`src/rtl/alu_arb_if.sv`:
```
// ---------------------------------------------------------------------------
// alu_arb_if
//   Bundle of the two requester handshakes/operand buses and the shared
//   result/flag return path of alu_arbiter.
//   master : requester side (drives req/op/a/b, observes grant/done/result)
//   slave  : arbiter side   (observes req/op/a/b, drives grant/done/result)
// Revision: 1.0 - initial release
// ---------------------------------------------------------------------------
`default_nettype none

interface alu_arb_if #(
  parameter int WIDTH = 8
);
  logic             req0;
  logic [2:0]       op0;
  logic [WIDTH-1:0] a0;
  logic [WIDTH-1:0] b0;
  logic             req1;
  logic [2:0]       op1;
  logic [WIDTH-1:0] a1;
  logic [WIDTH-1:0] b1;
  logic [1:0]       grant;
  logic [1:0]       done;
  logic             busy;
  logic [WIDTH-1:0] result;
  logic             carry;
  logic             zero;

  modport master (
    output req0, op0, a0, b0, req1, op1, a1, b1,
    input  grant, done, busy, result, carry, zero
  );

  modport slave (
    input  req0, op0, a0, b0, req1, op1, a1, b1,
    output grant, done, busy, result, carry, zero
  );
endinterface

`default_nettype wire

```
`src/rtl/alu_arbiter.sv`:
```
// ---------------------------------------------------------------------------
// alu_arbiter
//   Shares one ALU between two requesters. Round-robin arbitration in IDLE,
//   operand capture, fixed 3-cycle IDLE->EXEC->DONE sequence, registered
//   result with carry/zero flags.
// Ports:
//   clk    : system clock, all logic on posedge
//   rst_n  : synchronous active-low reset
//   bus    : alu_arb_if.slave - req0/op0/a0/b0, req1/op1/a1/b1 inputs;
//            grant[1:0], done[1:0], busy, result, carry, zero outputs
// Revision: 1.0 - initial release
// ---------------------------------------------------------------------------
`default_nettype none

module alu_arbiter #(
  parameter int WIDTH = 8
) (
  input  logic   clk,
  input  logic   rst_n,
  alu_arb_if.slave bus
);

  typedef enum logic [1:0] {
    IDLE = 2'd0,
    EXEC = 2'd1,
    DONE = 2'd2
  } state_t;

  localparam logic [2:0] OP_ADD = 3'b000;
  localparam logic [2:0] OP_INC = 3'b001;
  localparam logic [2:0] OP_SUB = 3'b010;
  localparam logic [2:0] OP_XOR = 3'b011;
  localparam logic [2:0] OP_OR  = 3'b100;
  localparam logic [2:0] OP_AND = 3'b101;

  // state and captured operation
  state_t           state_q, state_d;
  logic [2:0]       op_q, op_d;
  logic [WIDTH-1:0] a_q, a_d;
  logic [WIDTH-1:0] b_q, b_d;
  logic             owner_q, owner_d;
  logic             rr_last_q, rr_last_d;

  // registered outputs
  logic [1:0]       grant_q, grant_d;
  logic [1:0]       done_q, done_d;
  logic             busy_q, busy_d;
  logic [WIDTH-1:0] result_q, result_d;
  logic             carry_q, carry_d;
  logic             zero_q, zero_d;

  // result computed in EXEC, published in DONE
  logic [WIDTH-1:0] pend_res_q, pend_res_d;
  logic             pend_carry_q, pend_carry_d;
  logic             pend_zero_q, pend_zero_d;

  // ALU datapath, fed only from the captured registers
  logic [WIDTH:0]   sum_ext;
  logic [WIDTH:0]   inc_ext;
  logic [WIDTH:0]   sub_ext;
  logic [WIDTH-1:0] alu_res;
  logic             alu_carry;
  logic             alu_zero;

  // arbitration winner index
  logic             win;

  always_comb begin
    sum_ext   = {1'b0, a_q} + {1'b0, b_q};
    inc_ext   = {1'b0, a_q} + {{WIDTH{1'b0}}, 1'b1};
    // the extension bit of an unsigned difference is the borrow (A < B)
    sub_ext   = {1'b0, a_q} - {1'b0, b_q};
    alu_res   = '0;
    alu_carry = 1'b0;
    case (op_q)
      OP_ADD: begin
        alu_res   = sum_ext[WIDTH-1:0];
        alu_carry = sum_ext[WIDTH];
      end
      OP_INC: begin
        alu_res   = inc_ext[WIDTH-1:0];
        alu_carry = inc_ext[WIDTH];
      end
      OP_SUB: begin
        alu_res   = sub_ext[WIDTH-1:0];
        alu_carry = sub_ext[WIDTH];
      end
      OP_XOR:  alu_res = a_q ^ b_q;
      OP_OR:   alu_res = a_q | b_q;
      OP_AND:  alu_res = a_q & b_q;
      default: alu_res = '0;
    endcase
  end

  assign alu_zero = (alu_res == '0);

  // Lone requester always wins; on a tie the one not served last wins.
  assign win = bus.req1 & (~bus.req0 | ~rr_last_q);

  // next-state / output logic
  always_comb begin
    state_d      = state_q;
    op_d         = op_q;
    a_d          = a_q;
    b_d          = b_q;
    owner_d      = owner_q;
    rr_last_d    = rr_last_q;
    grant_d      = 2'b00;
    done_d       = 2'b00;
    result_d     = result_q;
    carry_d      = carry_q;
    zero_d       = zero_q;
    pend_res_d   = pend_res_q;
    pend_carry_d = pend_carry_q;
    pend_zero_d  = pend_zero_q;

    case (state_q)
      IDLE: begin
        if (bus.req0 || bus.req1) begin
          op_d        = win ? bus.op1 : bus.op0;
          a_d         = win ? bus.a1  : bus.a0;
          b_d         = win ? bus.b1  : bus.b0;
          owner_d     = win;
          rr_last_d   = win;
          grant_d     = win ? 2'b10 : 2'b01;
          state_d     = EXEC;
        end
      end
      EXEC: begin
        pend_res_d   = alu_res;
        pend_carry_d = alu_carry;
        pend_zero_d  = alu_zero;
        state_d      = DONE;
      end
      DONE: begin
        result_d = pend_res_q;
        carry_d  = pend_carry_q;
        zero_d   = pend_zero_q;
        done_d   = owner_q ? 2'b10 : 2'b01;
        state_d  = IDLE;
      end
      default: state_d = IDLE;
    endcase

    // registered together with the state so it tracks it exactly
    busy_d = (state_d != IDLE);
  end

  always_ff @(posedge clk) begin
    if (!rst_n) begin
      state_q      <= IDLE;
      op_q         <= '0;
      a_q          <= '0;
      b_q          <= '0;
      owner_q      <= 1'b0;
      rr_last_q    <= 1'b1;  // requester 0 wins the first tie
      grant_q      <= 2'b00;
      done_q       <= 2'b00;
      busy_q       <= 1'b0;
      result_q     <= '0;
      carry_q      <= 1'b0;
      zero_q       <= 1'b0;
      pend_res_q   <= '0;
      pend_carry_q <= 1'b0;
      pend_zero_q  <= 1'b0;
    end else begin
      state_q      <= state_d;
      op_q         <= op_d;
      a_q          <= a_d;
      b_q          <= b_d;
      owner_q      <= owner_d;
      rr_last_q    <= rr_last_d;
      grant_q      <= grant_d;
      done_q       <= done_d;
      busy_q       <= busy_d;
      result_q     <= result_d;
      carry_q      <= carry_d;
      zero_q       <= zero_d;
      pend_res_q   <= pend_res_d;
      pend_carry_q <= pend_carry_d;
      pend_zero_q  <= pend_zero_d;
    end
  end

  assign bus.grant  = grant_q;
  assign bus.done   = done_q;
  assign bus.busy   = busy_q;
  assign bus.result = result_q;
  assign bus.carry  = carry_q;
  assign bus.zero   = zero_q;

endmodule

`default_nettype wire

```
`src/flat_wrapper.sv`:
```
// flat-port wrapper written by rule: the top's interface ports become plain ports
module alu_arbiter_flat 
#(
  parameter int WIDTH = 8
)
  (clk, rst_n, bus_req0, bus_op0, bus_a0, bus_b0, bus_req1, bus_op1, bus_a1, bus_b1, bus_grant, bus_done, bus_busy, bus_result, bus_carry, bus_zero);
  alu_arb_if #(.WIDTH(WIDTH)) bus_i ();
  input  logic clk;
  input  logic rst_n;
  input wire logic [$bits(bus_i.req0)-1:0] bus_req0;
  input wire logic [$bits(bus_i.op0)-1:0] bus_op0;
  input wire logic [$bits(bus_i.a0)-1:0] bus_a0;
  input wire logic [$bits(bus_i.b0)-1:0] bus_b0;
  input wire logic [$bits(bus_i.req1)-1:0] bus_req1;
  input wire logic [$bits(bus_i.op1)-1:0] bus_op1;
  input wire logic [$bits(bus_i.a1)-1:0] bus_a1;
  input wire logic [$bits(bus_i.b1)-1:0] bus_b1;
  output wire logic [$bits(bus_i.grant)-1:0] bus_grant;
  output wire logic [$bits(bus_i.done)-1:0] bus_done;
  output wire logic [$bits(bus_i.busy)-1:0] bus_busy;
  output wire logic [$bits(bus_i.result)-1:0] bus_result;
  output wire logic [$bits(bus_i.carry)-1:0] bus_carry;
  output wire logic [$bits(bus_i.zero)-1:0] bus_zero;
  assign bus_i.req0 = bus_req0;
  assign bus_i.op0 = bus_op0;
  assign bus_i.a0 = bus_a0;
  assign bus_i.b0 = bus_b0;
  assign bus_i.req1 = bus_req1;
  assign bus_i.op1 = bus_op1;
  assign bus_i.a1 = bus_a1;
  assign bus_i.b1 = bus_b1;
  assign bus_grant = bus_i.grant;
  assign bus_done = bus_i.done;
  assign bus_busy = bus_i.busy;
  assign bus_result = bus_i.result;
  assign bus_carry = bus_i.carry;
  assign bus_zero = bus_i.zero;
  alu_arbiter #(.WIDTH(WIDTH)) u_core (.clk(clk), .rst_n(rst_n), .bus(bus_i));
endmodule
```
`config.mk`:
```
export PLATFORM = sky130hd
export DESIGN_NAME = alu_arbiter_flat
export DESIGN_NICKNAME = d
export VERILOG_FILES = /design/src/rtl/alu_arb_if.sv /design/src/rtl/alu_arbiter.sv /design/src/flat_wrapper.sv
export SDC_FILE = /design/constraint.sdc
export NUM_CORES = 1
export LEC_CHECK = 0
export ABC_AREA = 1
export CELL_PAD_IN_SITES_DETAIL_PLACEMENT = 1
export CELL_PAD_IN_SITES_GLOBAL_PLACEMENT = 2
export CORE_UTILIZATION = 30
export DETAILED_ROUTE_END_ITERATION = 12
export GPL_ROUTABILITY_DRIVEN = 0
export PLACE_DENSITY_LB_ADDON = 0.1
export SLEW_MARGIN = 25
export SYNTH_ARGS = -nofsm -noshare
export SYNTH_HDL_FRONTEND = slang
export SYNTH_SLANG_ARGS = --single-unit
export TNS_END_PERCENT = 20
```
`constraint.sdc`:
```
create_clock -name clk -period 5.66 [get_ports clk]
set_input_delay 1.132 -clock clk [delete_from_list [all_inputs] [get_ports clk]]
set_output_delay 1.132 -clock clk [all_outputs]
set_load 0.02 [all_outputs]
```
# == After elaboration in Yosys (flattened, before gate mapping) ==
# Cells that the tools add are included.
# W data, S select, Z words.
# word_totals
regBits,48
input_bits,42
out_inout_bits,15
wordCells,49
# op_classes
add_sub_neg,3
n_eq_ne,7
muxes,9
n_bitwise,7
reduce_logical,8
# op_table
cell,n
$pmux W8 S6,1
$mux W8,2
$add A8 B1 Y9 const B,1
$add A8 B8 Y9,1
$sub A8 B8 Y9,1
$and A8 B8 Y8,1
$logic_not A8 Y1,1
$or A8 B8 Y8,1
$xor A8 B8 Y8,1
$eq A3 B2 Y1 const B,2
$eq A3 B3 Y1 const B,2
$mux W2,3
$pmux W2 S2,1
$reduce_and A2 Y1,2
$eq A3 B1 Y1 const B,1
$logic_not A3 Y1,1
$mux W3,1
$pmux W1 S3,1
$reduce_and A3 Y1,1
$eq A2 B1 Y1 const B,1
$eq A2 B2 Y1 const B,1
$logic_not A2 Y1,1
$not A1 Y1,2
$reduce_bool A2 Y1,1
3 further kinds,3

# == Depth between registers and ports, before layout ==
# Gate-level depths: netlist of the first run.
# logic_depth
depth_word,4
depth_mapped,16
ltp_nobuf,15

# == Least setup slack after synthesis of the first run ==
# OpenSTA, ideal clock, no wires.
# synth_path
path_kind,input port to flip-flop
start,input bus_req1
end,register u_core.a_q[4]
setup_time_ns,0.062
arrival_time_ns,2.046
t_required_ns,5.598
slack_ns,3.552
cell_stages,7
path_buffers,1
cell_sequence,inv_1 a21oi_2 inv_1 nor2_2 buf_4 nand2_1 nand3_1
# synth_between
elab_chain_len,2
word_cells_on_any_way,4
cone_classes,1 x mux; 1 x bitwise; 2 x reduce/logical
# synth_rtl
item,line,rtl
from (decl),flat_wrapper.sv:14,input wire logic [$bits(bus_i.req1)-1:0] bus_req1;
$and A1 B1 Y1 / $logic_or A1 B1 Y1 (equally long branches),"alu_arbiter.sv:98, alu_arbiter.sv:119",
$mux W8 / $reduce_and A2 Y1 (equally long branches),-,
to (signal assigned),alu_arbiter.sv:153,a_q <= '0;
to (signal assigned),alu_arbiter.sv:169,a_q <= a_d;
to (decl),alu_arbiter.sv:39,"logic [WIDTH-1:0] a_q, a_d;"
# Parallel ways exist; a longest one is shown, timed or not.
# A chain may end at the register's enable or synchronous reset.

==> impl_summary.md, run 1 <==
Routing
In the routed design, unresolved DRC markers number 0. The final wirelength is 9639 um. For this block, the initial DRC count from the detailed router was 112. After detailed routing, the average wire length per cell comes to 14.03 um. The detailed-routing iteration count for the pre-antenna-repair pass is 4. The count of antenna-violating nets left after detailed routing is 0. The total vias in the final route is 3,229. Using the TritonRoute via totals, the vias-per-cell ratio works out to 4.700.

Power
Of the total power, the share spent switching nets is 0.3742. The largest voltage drop on the vdd net is 88.20 uV. The power share of the combinational group is 0.336. The relative contribution of sequential cells to total power is 0.405. The analysis attributes to cell leakage a power of 1.765 nW. The power per unit of standard cell area is 253.9 nW/um^2. The net switching power figure is 376.9 uW. The share of total power in the clock network is 0.259. The total internal power is 630.3 uW.

Critical path
Among all stages on the critical path, the largest delay is contributed by sky130_fd_sc_hd__clkdlybuf4s50_1. Data arrives at the worst endpoint at 3.28 ns. The critical path buffer and inverter count is 2.

The maximum net fanout on the critical path is 25. The critical path is of the input pin to flop type. The largest single stage delay on the critical path is 0.94 ns. The required time at the endpoint of the critical path is 5.91 ns.

Walking the worst path, the cells encountered are clkdlybuf4s50_1 -> inv_2 -> nor2_1 -> nand2_1 -> nand3_1. STA classifies the critical path startpoint as an input pin. The cell family contributing the most delay on the critical path is buffers and inverters.

STA classifies the critical path endpoint as a flop.

Cells and area
The count of nets after finishing is 619. In the final layout, the share of cells above drive strength 1 is 0.05989. The filler cells instantiated in the layout total 1,369. The layout overhead on the synthesized area is 23.78%.

The number of antenna diodes in the final layout is 0.

STA
The setup slack after layout is 2.632 ns. The hold violation count in the final report is 0. The post-route clock period utilization is 0.5350.

The summed negative setup slack over all endpoints is 0 ns. The worst clock skew is 0.007524 ns. The worst-case headroom to the max-slew limit is 0.3368. Setup repair after global routing left no endpoint under its margin.

Setup violations remaining at the end of the flow were counted as 0. The final critical-path required period is 3.028 ns. The measured slew at the worst slew-check pin is 0.9912 ns. The maximum clock frequency is 0.3302 GHz. The count of final max-slew check failures was 0.

Clocking
TritonCTS built the clock tree. The number of hold-repair buffers added at the cts stage is 0. The H-tree was split into 2 levels. The TritonCTS buffer count is 5. Post-CTS repair changed the size of 0 cells. The clock latency of the later-clocked register in the worst-skew pair is 0.31 ns. Clock tree synthesis selected as its root buffer the cell sky130_fd_sc_hd__clkbuf_8. Once the clock tree was built, the setup fixing pass inserted 0 buffers. Counting every sink on the clock net gives 48. The buffer levels on the longest clock path is 2. The clock transition time at the flip-flop clock pins of the worst setup and hold paths is 0.10 ns.

Placed design
The detailed placement HPWL is 7841 um. The port buffer count is 56. Timing analysis after detailed placement gives a worst setup slack of 2.232 ns.

Floorplanning
The full die area is 11,100 sq um. The placeable core area is 10,320 sq um. The top-level I/O count is 57. From left edge to right edge, the die measures 105.4 um. The row count is 37.

The die extent in y is 105.4 um. The initial standard-cell utilization of the core is 0.3104.

GRT
The wire length of the first global-routing pass is 16,080 um. The global-route total usage across every layer is 0.1819. The number of global-route vias before repair is 3,256. The number of antenna violations at the first check in global routing is 0.

The overflow left after global routing is 0. The pin count of the biggest net entering global routing is 26.

Yosys
The synthesized area is 3204 sq um. The total nets after synthesis is 572. During synthesis, Yosys emitted a total of 0 warnings. The number of standard cells after synthesis is 503. A synthesized cell averages 6.370 sq um. Yosys mapped the design onto 31 distinct sky130hd cell types.

In this run, synthesis produced a sequential element count of 48. The sequential share of the synthesized area is 0.2999.

Status
The run finished with clean final reports.

Run
The max-capacitance violation count is 0.

Hold path
The path type of the worst min-delay path is flop to flop.
-- power by group through the flow --
stage | registers [mW] | clock network (mW) | logic, mW
finish | 0.408 | 0.261 | 0.338
global route | 0.414 | 0.284 | 0.386
CTS | 0.409 | 0.269 | 0.344
detailed placement | 0.417 | 0 | 0.343
global placement | 0.416 | 0 | 0.337
floorplan | 0.404 | 0 | 0.230
-- through the flow --
step / instance area, sq um / util / total power [mW] / std cells / hold WS [ns]
global route: 3966 / 0.3842 / 1.084 / 687 / 0.4529
CTS: 3966 / 0.3842 / 1.022 / 687 / 0.4369
finish: 3966 / 0.3842 / 1.007 / 687 / 0.4317
floorplan: 3204 / - / 0.6348 / 503 / 0.4011
detailed placement: 3851 / 0.3730 / 0.7600 / 679 / 0.4286
global placement: 3851 / 0.3730 / 0.7538 / 679 / 0.4292
-- worst paths after layout --
kind                   from                 end  slack, ns  cells after the start
min          u_core.owner_q  u_core.bus.done[0]       0.43                      1
max                   rst_n       u_core.b_q[3]       2.63                      5
min reg2reg  u_core.owner_q  u_core.bus.done[0]       0.43                      1
max reg2reg   u_core.a_q[0]  u_core.pend_zero_q       3.22                     14
-- layer usage --
metal,up-vias,track usage,share of wire
met5,-,0,0
met4,0,0.03521,0.0083
met3,7,0.02536,0.022
met2,39,0.3181,0.47
met1,1491,0.2376,0.50
li1,1692,-,-
-- cells in the final DEF (no fill, tap or decap), drive strengths merged --
master,instances
nand2,152
nor2,81
inv,59
clkdlybuf4s50,56
nand3,50
dfxtp,48
ha,25
o21ai,22
a21oi,16
nand4,8
o211ai,7
a31oi,5
clkbuf,5
nor3,5
nand3b,3
fa,2
clkinv,1
o22ai,1
xnor2,1
a21boi,1
a2111oi,1
clkinvlp,1
bufinv,1
-- Yosys cell counts, drive strengths merged --
| cell | count | area share |
|---|---|---|
| nand2 | 152 | 0.18 |
| nor2 | 81 | 0.10 |
| inv | 58 | 0.068 |
| nand3 | 50 | 0.081 |
| dfxtp | 48 | 0.30 |
| ha | 25 | 0.098 |
| o21ai | 22 | 0.034 |
| a21oi | 16 | 0.027 |
| buf | 10 | 0.019 |
| nand4 | 8 | 0.016 |
| o211ai | 7 | 0.016 |
| clkbuf | 6 | 0.0070 |
| a31oi | 5 | 0.0098 |
| nor3 | 5 | 0.0094 |
| nand3b | 3 | 0.0070 |
| fa | 2 | 0.012 |
| a2111oi | 1 | 0.0027 |
| a21boi | 1 | 0.0023 |
| clkinv | 1 | 0.0012 |
| o22ai | 1 | 0.0020 |
| xnor2 | 1 | 0.0027 |
-- layout make-up --
type,instances,area (sq um),area share
Multi-Input combinational cell,380,1938,0.4886
Sequential cell,48,960.9,0.2423
Timing Repair Buffer,56,560.5,0.1413
Inverter,59,221.5,0.05584
Tap cell,136,170.2,0.04290
Clock buffer,5,68.82,0.01735
Clock inverter,3,46.29,0.01167
-- state kept, by name (all words and copies together), names as in the netlist --
signal	cells
u_core.bus.done	2
u_core.pend_carry_q	1
u_core.b_q	8
u_core.pend_zero_q	1
u_core.bus.zero	1
u_core.bus.busy	1
u_core.op_q	3
u_core.owner_q	1
u_core.state_q	2
u_core.pend_res_q	8
u_core.bus.result	8
u_core.a_q	8
u_core.bus.grant	2
u_core.bus.carry	1
u_core.rr_last_q	1
-- kinds of logic (layout without fill, tap and decap cells) --
logic type,Yosys count,after routing,synth area share
XOR/XNOR,1,1,0.002734
adder cells (fa/ha/maj),27,27,0.1101
flip-flops,48,48,0.2999
buffers and inverters,75,123,0.09527
AO/OA/AOI/OAI,53,53,0.09489
AND/OR/NAND/NOR,299,299,0.3971
Power figures use the tool's default switching activity.
==> run 2: changes to the inputs <==
CORE_UTILIZATION = 28   (was 30)
clock period = 3.18 ns   (was 5.66 ns; I/O delays follow)
==> run 2 against run 1 <==
Effect of this change: worst hold slack gained 0.014 ns; register-to-register slack got worse by 2.4 ns; setup slack got worse by 1.8 ns; sequential power grew 78%; design area increased by 2.1%; global-route usage is 0.48 points higher; clock power grew 140%; via count increased by 1.2%; first-iteration DRC count shrank 8.9%; non-clock buffer count up 3; total power increased by 94%; critical path depth is 6 higher.
==> impl_summary.md, run 2 (synthesized netlist as in run 1, its figures left out) <==
Status
The flow ran to the end, and the final reports show no timing, DRC or antenna violations.

Clocking
The H-tree was split into 2 levels. The clock transition time at the flip-flop clock pins of the worst setup and hold paths is 0.07 ns. CTS saw 48 sinks.

The number of buffers added for setup after CTS is 0. At the later pin of the worst-skew pair, clock insertion delay measures 0.30 ns. TritonCTS created 5 clock buffers.

The clock passes through at most 2 buffers. The number of gates resized after CTS was 0. The master cell of the clock root buffer is sky130_fd_sc_hd__clkbuf_16. The number of hold-repair buffers added at the cts stage is 0.

TritonCTS built the clock tree.

Routing
The pre-antenna-repair detailed-routing pass consisted of 4 iterations. The number of DRC violations after detailed routing is 0. Summed over all layers, the routed wires come to 10,100 um. The average wire per standard cell is 14.55 um.

The total vias in the final route is 3,269. In the routed layout, each cell is associated on average with a via count of 4.710. The count of nets left with antenna violations once routing finished came out at 0. The first routing iteration left 102 violations.

Critical path
The critical path is of the flop to flop type. The kind of end point of the critical path is a flop. STA classifies the critical path startpoint as a flop.

The maximum net fanout on the critical path is 11. The arrival time of data at the critical path endpoint is 2.59 ns. The required time at the endpoint of the critical path is 3.41 ns.

Floorplanning
From bottom edge to top edge, the die measures 109.0 um. The row count is 38. The core region is 10,980 sq um.

The floorplan step defined a die boundary enclosing 11,880 sq um. The initial standard-cell utilization of the core is 0.2918. During I/O placement, the number of pins put on the boundary was 57.

Measured along the x axis, the die boundary spans 109.0 um.

STA
The hold violation count in the final report is 0. Once routing completed, OpenROAD measured the worst setup slack at 0.8202 ns. The total of endpoints with negative setup slack in the final report is 0. Setup repair after global routing left no endpoint under its margin. The count of final max-slew check failures is 0. The maximum clock frequency is 0.4238 GHz. Hold is met by 0.4456 ns.

The final critical-path required period is 2.360 ns. The post-route clock period utilization is 0.7421. The worst-case headroom to the max-slew limit is 0.5274. The measured slew at the worst slew-check pin is 0.7080 ns.

The worst clock skew is 0.006478 ns. The summed negative setup slack over all endpoints is 0 ns.

Power
The power share of the combinational group is 0.313. The share of total power dissipated in sequential elements is 0.372. The net switching power figure is 693.4 uW. The total internal power is 1.263 mW. The power per unit of standard cell area is 483.0 nW/um^2.

The share of total power in the clock network is 0.315. VDD sags by at most 207.5 uV. The leakage component of the power is 1.806 nW. Of the total power, the share spent switching nets is 0.3544.

Hold path
The path type of the worst min-delay path is flop to flop.

Cells and area
The count of nets after finishing is 622. The commonest non-fill, non-tap cell in the layout is sky130_fd_sc_hd__nand2_1. From synthesis to final layout, the design area changed by 26.40%. After filler insertion, the fill cell instance count of the layout stands at 1,444.

The combined flip-flop and latch cell area is 960.9 sq um. Summing all multi-input logic gate instances after layout gives 1938 sq um. In the layout the commonest cells are sky130_fd_sc_hd__nand2_1 (150), sky130_fd_sc_hd__nor2_1 (73), sky130_fd_sc_hd__clkdlybuf4s50_1 (56). 0 antenna diodes ended up in the layout.

In the final layout, the share of cells above drive strength 1 is 0.06498. The post-layout instance area is 4050 sq um.

GRT
The number of global-route vias before repair is 3,309. The overflow left after global routing is 0. The number of antenna violations at the first check in global routing was 0. Entering global routing, the biggest net connects 25 pins. Across every metal layer, demand over resource in global routing totals 0.1867. The first global-routing pass estimated 16,860 um of wire.

Placed design
Once placement finished, the instance area stood at 3879 sq um. At the placement stage, the worst setup path has a slack of 0.6455 ns. The HPWL after detailed placement is 8201 um. During placement, the flow inserted port buffers numbering 56.

Run
Max-cap violations in this run came to 0.
run 2: path summary, 6_finish.rpt:
kind	slack [ns]	endpoint	startpoint	cells after the start
worst min-delay path	0.45	u_core.bus.done[0]	u_core.owner_q	1
worst max-delay path	0.82	u_core.pend_zero_q	u_core.a_q[2]	11
worst max register to register	0.82	u_core.pend_zero_q	u_core.a_q[2]	11
worst min register to register	0.45	u_core.bus.done[0]	u_core.owner_q	1
run 2: worst max-delay path, stage by stage (launching register included):
cell	delay, ns
sky130_fd_sc_hd__dfxtp_1	0.59
sky130_fd_sc_hd__inv_1	0.09
sky130_fd_sc_hd__ha_1	0.43
sky130_fd_sc_hd__a21oi_1	0.30
sky130_fd_sc_hd__nand2_1	0.16
sky130_fd_sc_hd__nand2_1	0.11
sky130_fd_sc_hd__nand2_1	0.05
sky130_fd_sc_hd__nand2_1	0.05
sky130_fd_sc_hd__a21boi_1	0.06
sky130_fd_sc_hd__nor2_1	0.22
sky130_fd_sc_hd__nand4_1	0.14
sky130_fd_sc_hd__a21oi_1	0.13
run 2: routing by layer:
metal / vias to the layer above / part of all wire / global-route usage
met2: 48 / 0.44 / 0.3041
li1: 1698 / - / -
met5: - / 0 / 0
met3: 12 / 0.027 / 0.02929
met4: 0 / 0.016 / 0.05598
met1: 1511 / 0.51 / 0.2520
run 2: power groups by stage:
stage	sequential, mW	combinational (mW)	clock (mW)
floorplan	0.720	0.410	0
global placement	0.740	0.609	0
detailed placement	0.743	0.618	0
CTS	0.730	0.622	0.641
global route	0.739	0.700	0.676
finish	0.728	0.612	0.617
run 2: area by class of cell:
type / count / share of cell area
multi-input combinational: 380 / 0.4785
clock inverter: 3 / 0.01143
sequential: 48 / 0.2373
inverter: 59 / 0.05468
timing repair buffer: 59 / 0.1440
tap: 140 / 0.04325
clock buffer: 5 / 0.03089
run 2: per-stage QoR:
step	instances	utilization	total power [mW]
after floorplan	503	-	1.130
after detailed placement	686	0.3532	1.362
after CTS	694	0.3688	1.993
after global routing	694	0.3688	2.115
after global placement	686	0.3532	1.349
final	694	0.3688	1.956
